$ cat src/rtl/round_scheduler.sv
// -----------------------------------------------------------------------------
// round_scheduler
//
// Sequences a multi-round permutation job across five step units
// (theta, rho, pi, chi, iota). Each round launches every step in order.
// Each step gets a one-cycle start pulse, and the next step is not launched
// until the current unit reports completion. The shared lane-memory port is
// handed to whichever step is active.
//
// Moore FSM: Idle -> Launch -> Wait -> Advance -> (Launch | Finish) -> Idle.
// All outputs are decoded from registered state and counters only.
//
// Ports:
//   clk        in   rising-edge clock
//   rst        in   synchronous active-high reset
//   start      in   job request, accepted only in Idle
//   stepDone   in   per-step completion, bit i from step unit i
//   stepStart  out  one-hot launch pulse to step unit i
//   memSel     out  lane-memory port owner (step index), 0 when idle
//   round      out  current round index
//   busy       out  high in every state except Idle
//   done       out  one-cycle job-complete pulse
//   err        out  sticky watchdog flag
//
// Optional feature macro: STEP_TIMEOUT_EN
//   Defined:   an 8-bit watchdog aborts a step after TIMEOUT Wait cycles
//              without completion. It returns to Idle and sets err.
//   Undefined: no watchdog exists, err is tied low, Wait waits indefinitely.
// -----------------------------------------------------------------------------
module round_scheduler #(
  parameter int ROUNDS  = 24,  // rounds per job, 1..31
  parameter int STEPS   = 5,   // step units per round, fixed at 5
  parameter int TIMEOUT = 64   // watchdog limit in Wait cycles, 1..255
) (
  input  logic             clk,
  input  logic             rst,
  input  logic             start,
  input  logic [STEPS-1:0] stepDone,
  output logic [STEPS-1:0] stepStart,
  output logic [2:0]       memSel,
  output logic [4:0]       round,
  output logic             busy,
  output logic             done,
  output logic             err
);

  typedef enum logic [2:0] {
    S_IDLE,
    S_LAUNCH,
    S_WAIT,
    S_ADVANCE,
    S_FINISH
  } state_e;

  state_e     state_q, state_d;
  logic [2:0] step_q, step_d;
  logic [4:0] round_q, round_d;
  logic       step_hit;

  // Only the active step's completion bit matters. Every other bit is ignored.
  assign step_hit = stepDone[step_q];

`ifdef STEP_TIMEOUT_EN
  logic [7:0] wd_q, wd_d;
  logic       err_q, err_d;
  logic       wd_expired;

  assign wd_expired = (wd_q == 8'(TIMEOUT - 1));
`else
  logic unused_timeout;
  assign unused_timeout = ^8'(TIMEOUT);
`endif

  // State register
  always_ff @(posedge clk) begin
    if (rst) begin
      // NOTE: sequential state uses non-blocking assignments so every register
      // samples the pre-edge values, independent of statement order.
      state_q <= S_IDLE;
      step_q  <= '0;
      round_q <= '0;
`ifdef STEP_TIMEOUT_EN
      wd_q    <= '0;
      err_q   <= 1'b0;
`endif
    end else begin
      state_q <= state_d;
      step_q  <= step_d;
      round_q <= round_d;
`ifdef STEP_TIMEOUT_EN
      wd_q    <= wd_d;
      err_q   <= err_d;
`endif
    end
  end

  // Next-state and counter logic
  always_comb begin
    // NOTE: hold-value defaults up front keep every path assigned. Without
    // them this block would infer latches.
    state_d = state_q;
    step_d  = step_q;
    round_d = round_q;
`ifdef STEP_TIMEOUT_EN
    wd_d    = wd_q;
    err_d   = err_q;
`endif
    unique case (state_q)
      S_IDLE: begin
        if (start) begin
          state_d = S_LAUNCH;
          step_d  = '0;
          round_d = '0;
`ifdef STEP_TIMEOUT_EN
          err_d   = 1'b0;
`endif
        end
      end
      S_LAUNCH: begin
        state_d = S_WAIT;
`ifdef STEP_TIMEOUT_EN
        wd_d    = '0;
`endif
      end
      S_WAIT: begin
        // Completion is tested first, so a same-cycle done beats the timeout.
        if (step_hit) begin
          state_d = S_ADVANCE;
`ifdef STEP_TIMEOUT_EN
        end else if (wd_expired) begin
          state_d = S_IDLE;
          err_d   = 1'b1;
        end else begin
          wd_d    = wd_q + 8'd1;
`endif
        end
      end
      S_ADVANCE: begin
        if (step_q != 3'(STEPS - 1)) begin
          step_d  = step_q + 3'd1;
          state_d = S_LAUNCH;
        end else if (round_q != 5'(ROUNDS - 1)) begin
          round_d = round_q + 5'd1;
          step_d  = '0;
          state_d = S_LAUNCH;
        end else begin
          state_d = S_FINISH;
        end
      end
      S_FINISH: state_d = S_IDLE;
      default:  state_d = S_IDLE;
    endcase
  end

  // Moore output decode
  always_comb begin
    stepStart = '0;
    memSel    = '0;
    busy      = 1'b1;
    done      = 1'b0;
    unique case (state_q)
      S_IDLE:    busy = 1'b0;
      S_LAUNCH: begin
        stepStart[step_q] = 1'b1;
        memSel            = step_q;
      end
      S_WAIT:    memSel = step_q;
      S_ADVANCE: memSel = step_q;
      S_FINISH:  done   = 1'b1;
      default:   busy   = 1'b0;
    endcase
  end

  // The round index is held after Finish until the next accepted start.
  assign round = round_q;

`ifdef STEP_TIMEOUT_EN
  assign err = err_q;
`else
  assign err = 1'b0;
`endif

endmodule
$ cat config.mk
export PLATFORM = sky130hd
export DESIGN_NAME = round_scheduler
export DESIGN_NICKNAME = d
export VERILOG_FILES = /design/src/rtl/round_scheduler.sv
export SDC_FILE = /design/constraint.sdc
export NUM_CORES = 1
export LEC_CHECK = 0
export BUFFER_PORTS_ARGS = -buffer_cell sky130_fd_sc_hd__buf_2
export CAP_MARGIN = 20
export CORE_ASPECT_RATIO = 2
export CORE_MARGIN = 1.5
export CORE_UTILIZATION = 26
export CTS_CLUSTER_SIZE = 28
export DETAILED_ROUTE_END_ITERATION = 10
export PLACE_DENSITY_LB_ADDON = 0.3
export SYNTH_ARGS = -nofsm -noshare
export SYNTH_HDL_FRONTEND = slang
export SYNTH_SLANG_ARGS = --single-unit
export TNS_END_PERCENT = 10
$ cat constraint.sdc
create_clock -name clk -period 1.95 [get_ports clk]
set_input_delay 0.39 -clock clk [delete_from_list [all_inputs] [get_ports clk]]
set_output_delay 0.39 -clock clk [all_outputs]
set_load 0.02 [all_outputs]
==> metrics.md, run 1 <==
| Metric | Value |
|---|---|
| Proportion of synthesized chip area in sequential cells | 28.0% |
| Layout Nets | 130 |
| Arithmetic-cell share of the synthesized area counting full adders, half adders and majority gates | 4.77% |
| Clock Pin Slew Worst Setup and Hold Paths | 0.05 ns |
| Total setup buffers inserted after CTS | 0 |
| Antenna violations before repair | 0 |
| Reg2reg start | step_q[0] |
| Top cell type by total area after synthesis | dfxtp_1 |
| Leakage power summed over all cells | 0.000387 µW |
| Via count of the first global-routing pass | 782 |
| Initial core utilization | 27.1% |
| Switching Share | 33.9% |
| Logic gate share of total power | 29.3% |
| Share of final-layout standard cells stronger than drive strength 1 | 28.0% |
| Share of the synthesized area in compound gates (AO/OA/AOI/OAI) | 19.2% |
| Endpoint arrival time on the critical path | 1.45 ns |
| Die height | 80.8 µm |
| Switching pwr | 239 µW |
| Clock buffer count from CTS | 3 |
| CTS sink count | 11 |
| Post-cts gate resize count | 0 |
| Post-synthesis instance total | 96 |
| Vias per std cell | 5.55 |
| Latest clock arrival within the worst-skew pair | 0.24 ns |
| Floorplan die area | 3390 µm² |
| Met2 Track Usage GR | 25.6% |
| Share of cell area taken by muxes after synthesis | 4.61% |
| I/O pin cnt | 24 |
| Total power per unit cell area | 738 nW/µm² |
| Endpoint class of the critical path | output port |
| Result of the run | completed |
| Last weighted congestion value of the routability-driven placer | 0.873 |
| TritonCTS clock tree | done |
| Pin count of the biggest net entering global routing | 11 |
| Post-synthesis instance area | 787 µm² |
| Biggest cell delay along the critical path | 0.54 ns |
| Post-detailed-route DRC marker count | 0 |
| CTS HTree Levels | 1 |
| Share of the clock period used by the worst path | 94.3% |
| Primary flip-flop cell chosen by synthesis mapping | dfxtp_1 |
| Total routing usage reported by global routing | 14.3% |
| Xor and xnor area share after synthesis | 2.23% |
| Flop and latch count out of synthesis | 11 |
| Main combinational cell family by area after synthesis | simple AND/OR/NAND/NOR gates |
| Maximum fanout count along the critical path | 8 |
| FP Rows | 28 |
| Most area-consuming cells after synthesis | dfxtp_1 28%, nor3_1 5.1%, ha_1 4.8%, a21oi_1 4.5%, nor2_1 4.3% |
| Worst-case reg-to-reg path depth | 6 |
| Number of unique standard cell types used by synthesis | 39 |
| Router iterations before antenna repair | 4 |
| Total via count after detailed routing | 821 |
| Antenna-violating nets left | 0 |
| Worst-case setup slack after placement | 0.152 ns |
| Core area | 2910 µm² |
| Average size of a mapped cell | 8.20 µm² |
| Max VDD drop | 0.260 mV |
| Endpoint of the most critical setup path | stepStart[2] |
| Relative area change from synthesis to final layout | 21.5% |
| Hold-fix buffer count after cts | 0 |
| Port Buffer Count | 22 |
| Top post-synthesis cells by count | 11 x dfxtp_1, 9 x nor2_1, 8 x nor3_1 |
| Cell Int Power | 467 µW |
| Worst hold path type | in2reg |
| Largest buffer count on any clock path | 2 |
| Synth Net Count | 107 |
| Ant diodes | 0 |
| Final HPWL from detailed placement | 1670 µm |
| Top-area cell type share of the netlist area | 28.0% |
| Series of cell instances along the critical path | buf_4, nand3_1, nor3_1, buf_2 |
| Count leader, synth | dfxtp_1 |
| Met1 capacity usage during global routing | 15.6% |
| Maximum clock rate | 544 MHz |
| Startpoint-to-endpoint class of the critical path | reg2out |
| Cell with the largest stage delay on the worst path | dfxtp_1 |
| Sum Neg Setup Slack | 0 ns |
| Sequential power share | 38.1% |
| Highest-utilization routing layer at the global route stage | met2 |
| Share of total power in the clock network | 32.7% |
| Simple-gate area share of the yosys netlist | 32.0% |
| Share of flip-flops with an asynchronous set or reset | 0% |
| Shortest period the worst path allows | 1.84 ns |
| Buffer cell driving the clock tree root | clkbuf_8 |
| Final setup violating endpoints | 0 |
| End of the worst register-to-register path | round[1] |
| Initial DRC Count | 11 |
| Wire per inst | 14.9 µm |
| Number of maximum-capacitance violations | 0 |
| Flop-to-flop setup slack | 0.15 ns |
| Post-synth EDFFs | 0 |
| Data required time of the critical path | 1.56 ns |
| Origin of the worst setup path | state_q[0] |
| Setup repair after global routing missed its margin | no |
| Final hold violations | 0 |
| First-pass GRT wire length | 3720 µm |
| Crit path launch type | flip-flop |
| Max Transition Viols Final | 0 |
| Met3 usage in global routing | 2.00% |
| Worst path setup slack after routing | 0.111 ns |
| Warnings from Yosys | 0 |
| Overall routed net length | 2210 µm |
| Die outline width | 41.9 µm |
| Clock Skew | 0.00165 ns |
| Remaining global-route overflow | 0 |
## layer usage
metal	up-vias	part of all wire (%)
met5	-	0
met3	7	6.2
met4	0	3.1
li1	397	-
met2	34	50
met1	383	40
## cell families (layout without fill, tap and decap cells)
kind of cell,Yosys count,after routing
simple gates,44,44
compound gates,21,21
buf+inv,12,34
flops,11,11
fa+ha+maj,3,3
xor+xnor,2,2
mux,2,2
other cells,1,1
## state kept, by name, summed over array words and instances, names as in the netlist
register / flops
state_q: 3
round: 5
step_q: 3
## power groups by stage
stage                     registers, µW  clock network [µW]  logic, µW
after floorplan                     248                   0        186
after global placement              271                   0        205
after detailed placement            273                   0        205
after CTS                           268                 239        206
after global routing                271                 254        229
final                               269                 231        206
## per-stage QoR
| stage | area [µm²] | instances | hold WS, ns | power, µW | util, % |
|---|---|---|---|---|---|
| after floorplan | 787 | 96 | 0.512 | 434 | - |
| after global routing | 956 | 148 | 0.472 | 754 | 32.9 |
| after global placement | 911 | 144 | 0.493 | 475 | 31.3 |
| after detailed placement | 911 | 144 | 0.505 | 478 | 31.3 |
| after CTS | 956 | 148 | 0.455 | 714 | 32.9 |
| final | 956 | 148 | 0.455 | 706 | 32.9 |
## area by class of cell
class / instances / area [µm²]
sequential: 11 / 220
inverter: 4 / 15.0
timing repair buffer: 26 / 140
tap: 30 / 37.5
multi-input combinational: 73 / 498
fill: 332 / 1950
clock buffer: 4 / 45.0
## worst max-delay path: cells and delay by family (launching register included)
family	cells	cell delay, ns
DFF	1	0.54
buffers and inverters	2	0.39
and+or+nand+nor	2	0.28
## placed cells by master, fill, tap and decap left out
| cell type | count |
|---|---|
| a32oi_4 | 1 |
| a21oi_1 | 7 |
| nand2b_1 | 1 |
| clkbuf_8 | 3 |
| and2_4 | 1 |
| dfxtp_1 | 11 |
| clkbuf_1 | 1 |
| inv_1 | 4 |
| or4b_1 | 1 |
| and3_1 | 1 |
| nor2_4 | 1 |
| buf_4 | 4 |
| or2_2 | 1 |
| nor2b_1 | 3 |
| buf_2 | 22 |
| nor3b_1 | 3 |
| and2_1 | 1 |
| o211ai_1 | 1 |
| nand3b_1 | 2 |
| nand2_1 | 3 |
| mux2i_1 | 1 |
| a2111oi_0 | 1 |
| nor2_1 | 9 |
| nand4_1 | 1 |
| nand4b_1 | 2 |
| a311oi_1 | 1 |
| o31ai_1 | 2 |
| a41oi_1 | 1 |
| a31oi_1 | 1 |
| mux4_1 | 1 |
| ha_1 | 3 |
| nand3_1 | 5 |
| nor3_1 | 8 |
| o21ai_0 | 5 |
| xnor2_1 | 2 |
| o311ai_0 | 1 |
| conb_1 | 1 |
| nor4_1 | 1 |
## worst min path at each step
stage / depth (start not counted) / start / to / slack [ns]
after floorplan: 2 / step_q[1] / step_q[1] / 0.51
after global placement: 1 / round[0] / round[0] / 0.49
after detailed placement: 1 / round[0] / round[0] / 0.50
after CTS: 2 / rst / round[1] / 0.46
after global routing: 2 / rst / round[2] / 0.47
final: 2 / rst / round[1] / 0.45
(Power assumes the default switching activity.)
==> inputs of run 2 (changes only) <==
--- a/config.mk
+++ b/config.mk
@@ -10,6 +10,7 @@
 export CORE_ASPECT_RATIO = 2
 export CORE_MARGIN = 1.5
 export CORE_UTILIZATION = 26
+export CTS_BUF_LIST = sky130_fd_sc_hd__clkbuf_16
 export CTS_CLUSTER_SIZE = 28
 export DETAILED_ROUTE_END_ITERATION = 10
 export PLACE_DENSITY_LB_ADDON = 0.3
==> metrics.md, run 2 (same netlist as run 1, synthesis figures left out) <==
| Metric | Value |
|---|---|
| Result of the run | completed |
| Endpoint class of the critical path | output port |
| I/O pin cnt | 24 (unchanged) |
| Max VDD drop | 0.358 mV (+38%) |
| Sum Neg Setup Slack | 0 ns (unchanged) |
| CTS sink count | 11 (unchanged) |
| Antenna-violating nets left | 0 (unchanged) |
| Total via count after detailed routing | 798 (-2.8%) |
| Crit path launch type | flip-flop |
| Total setup buffers inserted after CTS | 0 (unchanged) |
| Port Buffer Count | 22 (unchanged) |
| Leakage power summed over all cells | 0.000407 µW (+5.0%) |
| Pin count of the biggest net entering global routing | 11 (unchanged) |
| Overall routed net length | 2220 µm (+0.36%) |
| Maximum clock rate | 544 MHz (about the same) |
| Shortest period the worst path allows | 1.84 ns (+0.000210 ns) |
| Initial DRC Count | 13 (+2) |
| Antenna violations before repair | 0 (unchanged) |
| Worst hold path type | in2reg |
| Share of the clock period used by the worst path | 94.3% (about the same) |
| Data required time of the critical path | 1.56 ns (about the same) |
| Initial core utilization | 27.1% (unchanged) |
| Total power per unit cell area | 859 nW/µm² (+16%) |
| Wire per inst | 15.0 µm (+0.36%) |
| First-pass GRT wire length | 3760 µm (+1.1%) |
| Vias per std cell | 5.39 (-2.8%) |
| Number of filler cells placed in the layout | 333 (+0.30%) |
| Max Transition Viols Final | 0 (unchanged) |
| Post-cts gate resize count | 0 (unchanged) |
| Layout Nets | 130 (unchanged) |
| Hold-fix buffer count after cts | 0 (unchanged) |
| Setup repair after global routing missed its margin | no |
| Most common cell after layout, fill and taps aside | buf_2 |
| Total routing usage reported by global routing | 14.7% (+0.41 points) |
| Ant diodes | 0 (unchanged) |
| Core area | 2910 µm² (unchanged) |
| Relative area change from synthesis to final layout | 25.8% |
| Die height | 80.8 µm (unchanged) |
| Endpoint arrival time on the critical path | 1.45 ns (about the same) |
| Number of flip-flops under the largest register name | 5 (unchanged) |
| Maximum fanout count along the critical path | 8 (unchanged) |
| Worst path setup slack after routing | 0.111 ns (-0.000210 ns) |
| FP Rows | 28 (unchanged) |
| Final HPWL from detailed placement | 1670 µm (unchanged) |
| Worst-case setup slack after placement | 0.152 ns (unchanged) |
| Biggest cell delay along the critical path | 0.53 ns (about the same) |
| Final hold violations | 0 (unchanged) |
| Clock Pin Slew Worst Setup and Hold Paths | 0.04 ns (about the same) |
| Clock Skew | 0.00153 ns (-0.000123 ns) |
| Commonest non-fill, non-tap cells in the layout | 22 x buf_2, 11 x dfxtp_1, 9 x nor2_1 |
| Floorplan die area | 3390 µm² (unchanged) |
| Share of final-layout standard cells stronger than drive strength 1 | 28.0% (unchanged) |
| CTS HTree Levels | 1 (unchanged) |
| Buffer cell driving the clock tree root | clkbuf_16 |
| Latest clock arrival within the worst-skew pair | 0.24 ns (about the same) |
| Remaining global-route overflow | 0 (unchanged) |
| Via count of the first global-routing pass | 793 (+1.4%) |
| Clock buffer count from CTS | 3 (unchanged) |
| Startpoint-to-endpoint class of the critical path | reg2out |
| Series of cell instances along the critical path | buf_4, nand3_1, nor3_1, buf_2 |
| Final setup violating endpoints | 0 (unchanged) |
| Die outline width | 41.9 µm (unchanged) |
| TritonCTS clock tree | done |
| Cell with the largest stage delay on the worst path | dfxtp_1 |
| Router iterations before antenna repair | 4 (unchanged) |
| Number of maximum-capacitance violations | 0 (unchanged) |
| Largest buffer count on any clock path | 2 (unchanged) |
| Post-detailed-route DRC marker count | 0 (unchanged) |
| Last weighted congestion value of the routability-driven placer | 0.873 (unchanged) |
## run 2: changes by cell type in the layout (fill, tap and decap cells not counted)
cell | before | now
inv_1 | 4 | 5
clkbuf_8 | 3 | 0
clkbuf_1 | 1 | 0
clkbuf_16 | 0 | 3
## run 2: where the power goes
group          internal [µW]  switching, µW
Combinational           85.0            121
Sequential               239           31.1
Clock                    269            104
## run 2: per-stage QoR
stage / power (µW) / std cells / area (µm²) / hold WS [ns] / util [%]
2_1_floorplan: 434 / 96 / 787 / 0.512 / -
3_3_place_gp: 475 / 144 / 911 / 0.493 / 31.3
3_5_place_dp: 478 / 144 / 911 / 0.505 / 31.3
4_1_cts: 858 / 148 / 990 / 0.456 / 34.0
5_1_grt: 897 / 148 / 990 / 0.474 / 34.0
6_report: 850 / 148 / 990 / 0.460 / 34.0
## run 2: path summary, 6_finish.rpt
kind                            startpoint           end  slack [ns]  cells after the start
worst min register to register    round[0]      round[0]        0.51                      1
worst max register to register   step_q[0]      round[1]        0.14                      6
worst min-delay path                   rst      round[1]        0.46                      2
worst max-delay path            state_q[0]  stepStart[2]        0.11                      4
## run 2: cell type report
| cell class | instances | area (µm²) | share of cell area, % |
|---|---|---|---|
| well taps | 30 | 37.5 | 3.79 |
| clock inverters | 1 | 3.75 | 0.379 |
| multi-input cells | 73 | 498 | 50.3 |
| repair buffers | 26 | 140 | 14.2 |
| flip-flops and latches | 11 | 220 | 22.3 |
| clock buffers | 3 | 75.1 | 7.59 |
| inverters | 4 | 15.0 | 1.52 |
## run 2: routing by layer
layer  GRT usage, %  wire length (µm)  vias to the layer above
met2           26.1              1120                       27
li1               -                 -                      397
met4           10.0                80                        0
met5              0                 0                        -
met1           15.2               896                      367
met3           2.67               123                        7
## run 2: critical path: cells and delay by family, from the launching register on
| family | cells | cell delay [ns] |
|---|---|---|
| AND/OR/NAND/NOR | 2 | 0.28 |
| flip-flops | 1 | 0.53 |
| buffers and inverters | 2 | 0.39 |
==> inputs of run 3 (changes only) <==
--- a/config.mk
+++ b/config.mk
@@ -5,7 +5,7 @@
 export SDC_FILE = /design/constraint.sdc
 export NUM_CORES = 1
 export LEC_CHECK = 0
-export BUFFER_PORTS_ARGS = -buffer_cell sky130_fd_sc_hd__buf_2
+export BUFFER_PORTS_ARGS = -buffer_cell sky130_fd_sc_hd__buf_4
 export CAP_MARGIN = 20
 export CORE_ASPECT_RATIO = 2
 export CORE_MARGIN = 1.5
@@ -13,6 +13,7 @@
 export CTS_BUF_LIST = sky130_fd_sc_hd__clkbuf_16
 export CTS_CLUSTER_SIZE = 28
 export DETAILED_ROUTE_END_ITERATION = 10
+export GPL_ROUTABILITY_DRIVEN = 0
 export PLACE_DENSITY_LB_ADDON = 0.3
 export SYNTH_ARGS = -nofsm -noshare
 export SYNTH_HDL_FRONTEND = slang
==> metrics.md, run 3 (same netlist as run 1, synthesis figures left out) <==
| Metric | Value |
|---|---|
| Result of the run | completed |
| Top Family by Delay on Critical Path | simple AND/OR/NAND/NOR gates |
| Final HPWL from detailed placement | 1670 µm (-0.26%) |
| Minimum hold slack | 0.393 ns (-0.0669 ns) |
| Setup repair after global routing missed its margin | no |
| Total routing usage reported by global routing | 14.1% (-0.54 points) |
| CTS HTree Levels | 1 (unchanged) |
| Antenna-violating nets left | 0 (unchanged) |
| TritonCTS clock tree | done |
| Biggest cell delay along the critical path | 0.43 ns (-0.10 ns) |
| Endpoint class of the critical path | output port |
| First-pass GRT wire length | 3590 µm (-4.4%) |
| Number of flip-flops under the largest register name | 5 (unchanged) |
| FP Rows | 28 (unchanged) |
| Floorplan die area | 3390 µm² (unchanged) |
| Leakage power summed over all cells | 0.000407 µW (+0.16%) |
| Initial DRC Count | 12 (-1) |
| Endpoint arrival time on the critical path | 1.40 ns (-0.05 ns) |
| Commonest non-fill, non-tap cells in the layout | 25 x buf_4, 11 x dfxtp_1, 8 x nor3_1, 8 x nor2_1, 7 x a21oi_1 |
| Shortest period the worst path allows | 1.79 ns (-0.0450 ns) |
| Share of final-layout standard cells stronger than drive strength 1 | 28.2% (+0.24 points) |
| Cell with the largest stage delay on the worst path | dfxtp_1 |
| Latest clock arrival within the worst-skew pair | 0.24 ns (about the same) |
| Crit path launch type | flip-flop |
| Via count of the first global-routing pass | 791 (-0.25%) |
| Cell count after placement | 143 (-0.69%) |
| Wire per inst | 14.5 µm (-3.2%) |
| Die outline width | 41.9 µm (unchanged) |
| Vias per std cell | 5.50 (+1.9%) |
| Worst hold path type | in2reg |
| Layout Nets | 129 (-0.77%) |
| Crit path buf inv count | 1 (-1) |
| Number of filler cells placed in the layout | 302 (-9.3%) |
| Clock Pin Slew Worst Setup and Hold Paths | 0.04 ns (about the same) |
| Max VDD drop | 0.358 mV (about the same) |
| Series of cell instances along the critical path | nor2_2, nand3_1, nor3b_1, buf_4 |
| Share of the clock period used by the worst path | 92.0% (-2.3 points) |
| Register area | 220 µm² (unchanged) |
| CTS sink count | 11 (unchanged) |
| Startpoint-to-endpoint class of the critical path | reg2out |
| Number of standard cells in the layout, taps in and fillers out | 147 (-0.68%) |
| Max Transition Viols Final | 0 (unchanged) |
| Post-detailed-route DRC marker count | 0 (unchanged) |
| Die height | 80.8 µm (unchanged) |
| Multi-input gate area in the final layout | 500 µm² (+0.50%) |
| I/O pin cnt | 24 (unchanged) |
| Port Buffer Count | 22 (unchanged) |
| Clock buffer count from CTS | 3 (unchanged) |
| Final setup violating endpoints | 0 (unchanged) |
| Sum Neg Setup Slack | 0 ns (unchanged) |
| Data required time of the critical path | 1.56 ns (about the same) |
| Total setup buffers inserted after CTS | 0 (unchanged) |
| Total power per unit cell area | 823 nW/µm² (-4.2%) |
| Largest buffer count on any clock path | 2 (unchanged) |
| Pin count of the biggest net entering global routing | 11 (unchanged) |
| Total via count after detailed routing | 808 (+1.3%) |
| Remaining global-route overflow | 0 (unchanged) |
| Buffer cell driving the clock tree root | clkbuf_16 |
| Initial core utilization | 27.1% (unchanged) |
| Number of maximum-capacitance violations | 0 (unchanged) |
| Overall routed net length | 2130 µm (-3.9%) |
| Core area | 2910 µm² (unchanged) |
| Maximum fanout count along the critical path | 10 (+2) |
| Relative area change from synthesis to final layout | 32.1% |
| Maximum clock rate | 557 MHz (+2.5%) |
| Router iterations before antenna repair | 4 (unchanged) |
| Most common cell after layout, fill and taps aside | buf_4 |
| Final hold violations | 0 (unchanged) |
| Clock Skew | 0.00138 ns (-0.000148 ns) |
| Antenna violations before repair | 0 (unchanged) |
| Ant diodes | 0 (unchanged) |
[run 3: cell types whose count changed in the layout (fill, tap and decap cells not counted), sizes merged]
| cell | change |
|---|---|
| buf | -1 |
[run 3: timing repair]
action                                  4_1_cts  5_1_grt
hold buffers                                  0        0
resized for setup                             0        1
endpoints found under the setup margin        0        1
[run 3: per-layer routing]
metal	part of all wire [%]	track usage [%]	routed length, µm
met5	0	0	0
met2	54	25.5	1150
met1	38	14.4	804
met4	3.6	9.68	76
met3	5.0	2.44	107
[run 3: layout make-up]
type | count | area share, %
clock buffer | 3 | 7.22
sequential | 11 | 21.2
multi-input combinational | 73 | 48.1
clock inverter | 1 | 0.361
timing repair buffer | 25 | 18.1
tap | 30 | 3.61
inverter | 4 | 1.44
[run 3: final timing paths]
path,startpoint,end,slack (ns),cells after the start
setup / recovery,state_q[1],stepStart[4],0.16,4
hold / removal,rst,round[1],0.39,2
setup reg to reg,step_q[0],round[1],0.17,6
hold reg to reg,round[1],round[1],0.51,2
[run 3: where the power goes]
group | internal (µW) | total, µW | switching [µW] | leakage (µW)
Clock | 269 | 374 | 104 | 0.0000423
Combinational | 91.6 | 209 | 117 | 0.000276
Sequential | 239 | 273 | 34.5 | 0.0000891
[run 3: stage by stage]
step	area (µm²)	total power, µW	util (%)	worst slack, ns
finish	1040	855	35.8	0.156
global placement	958	482	33.0	0.203
CTS	1040	863	35.7	0.0939
detailed placement	958	482	33.0	0.168
floorplan	787	434	-	0.255
global route	1040	899	35.8	0.0382
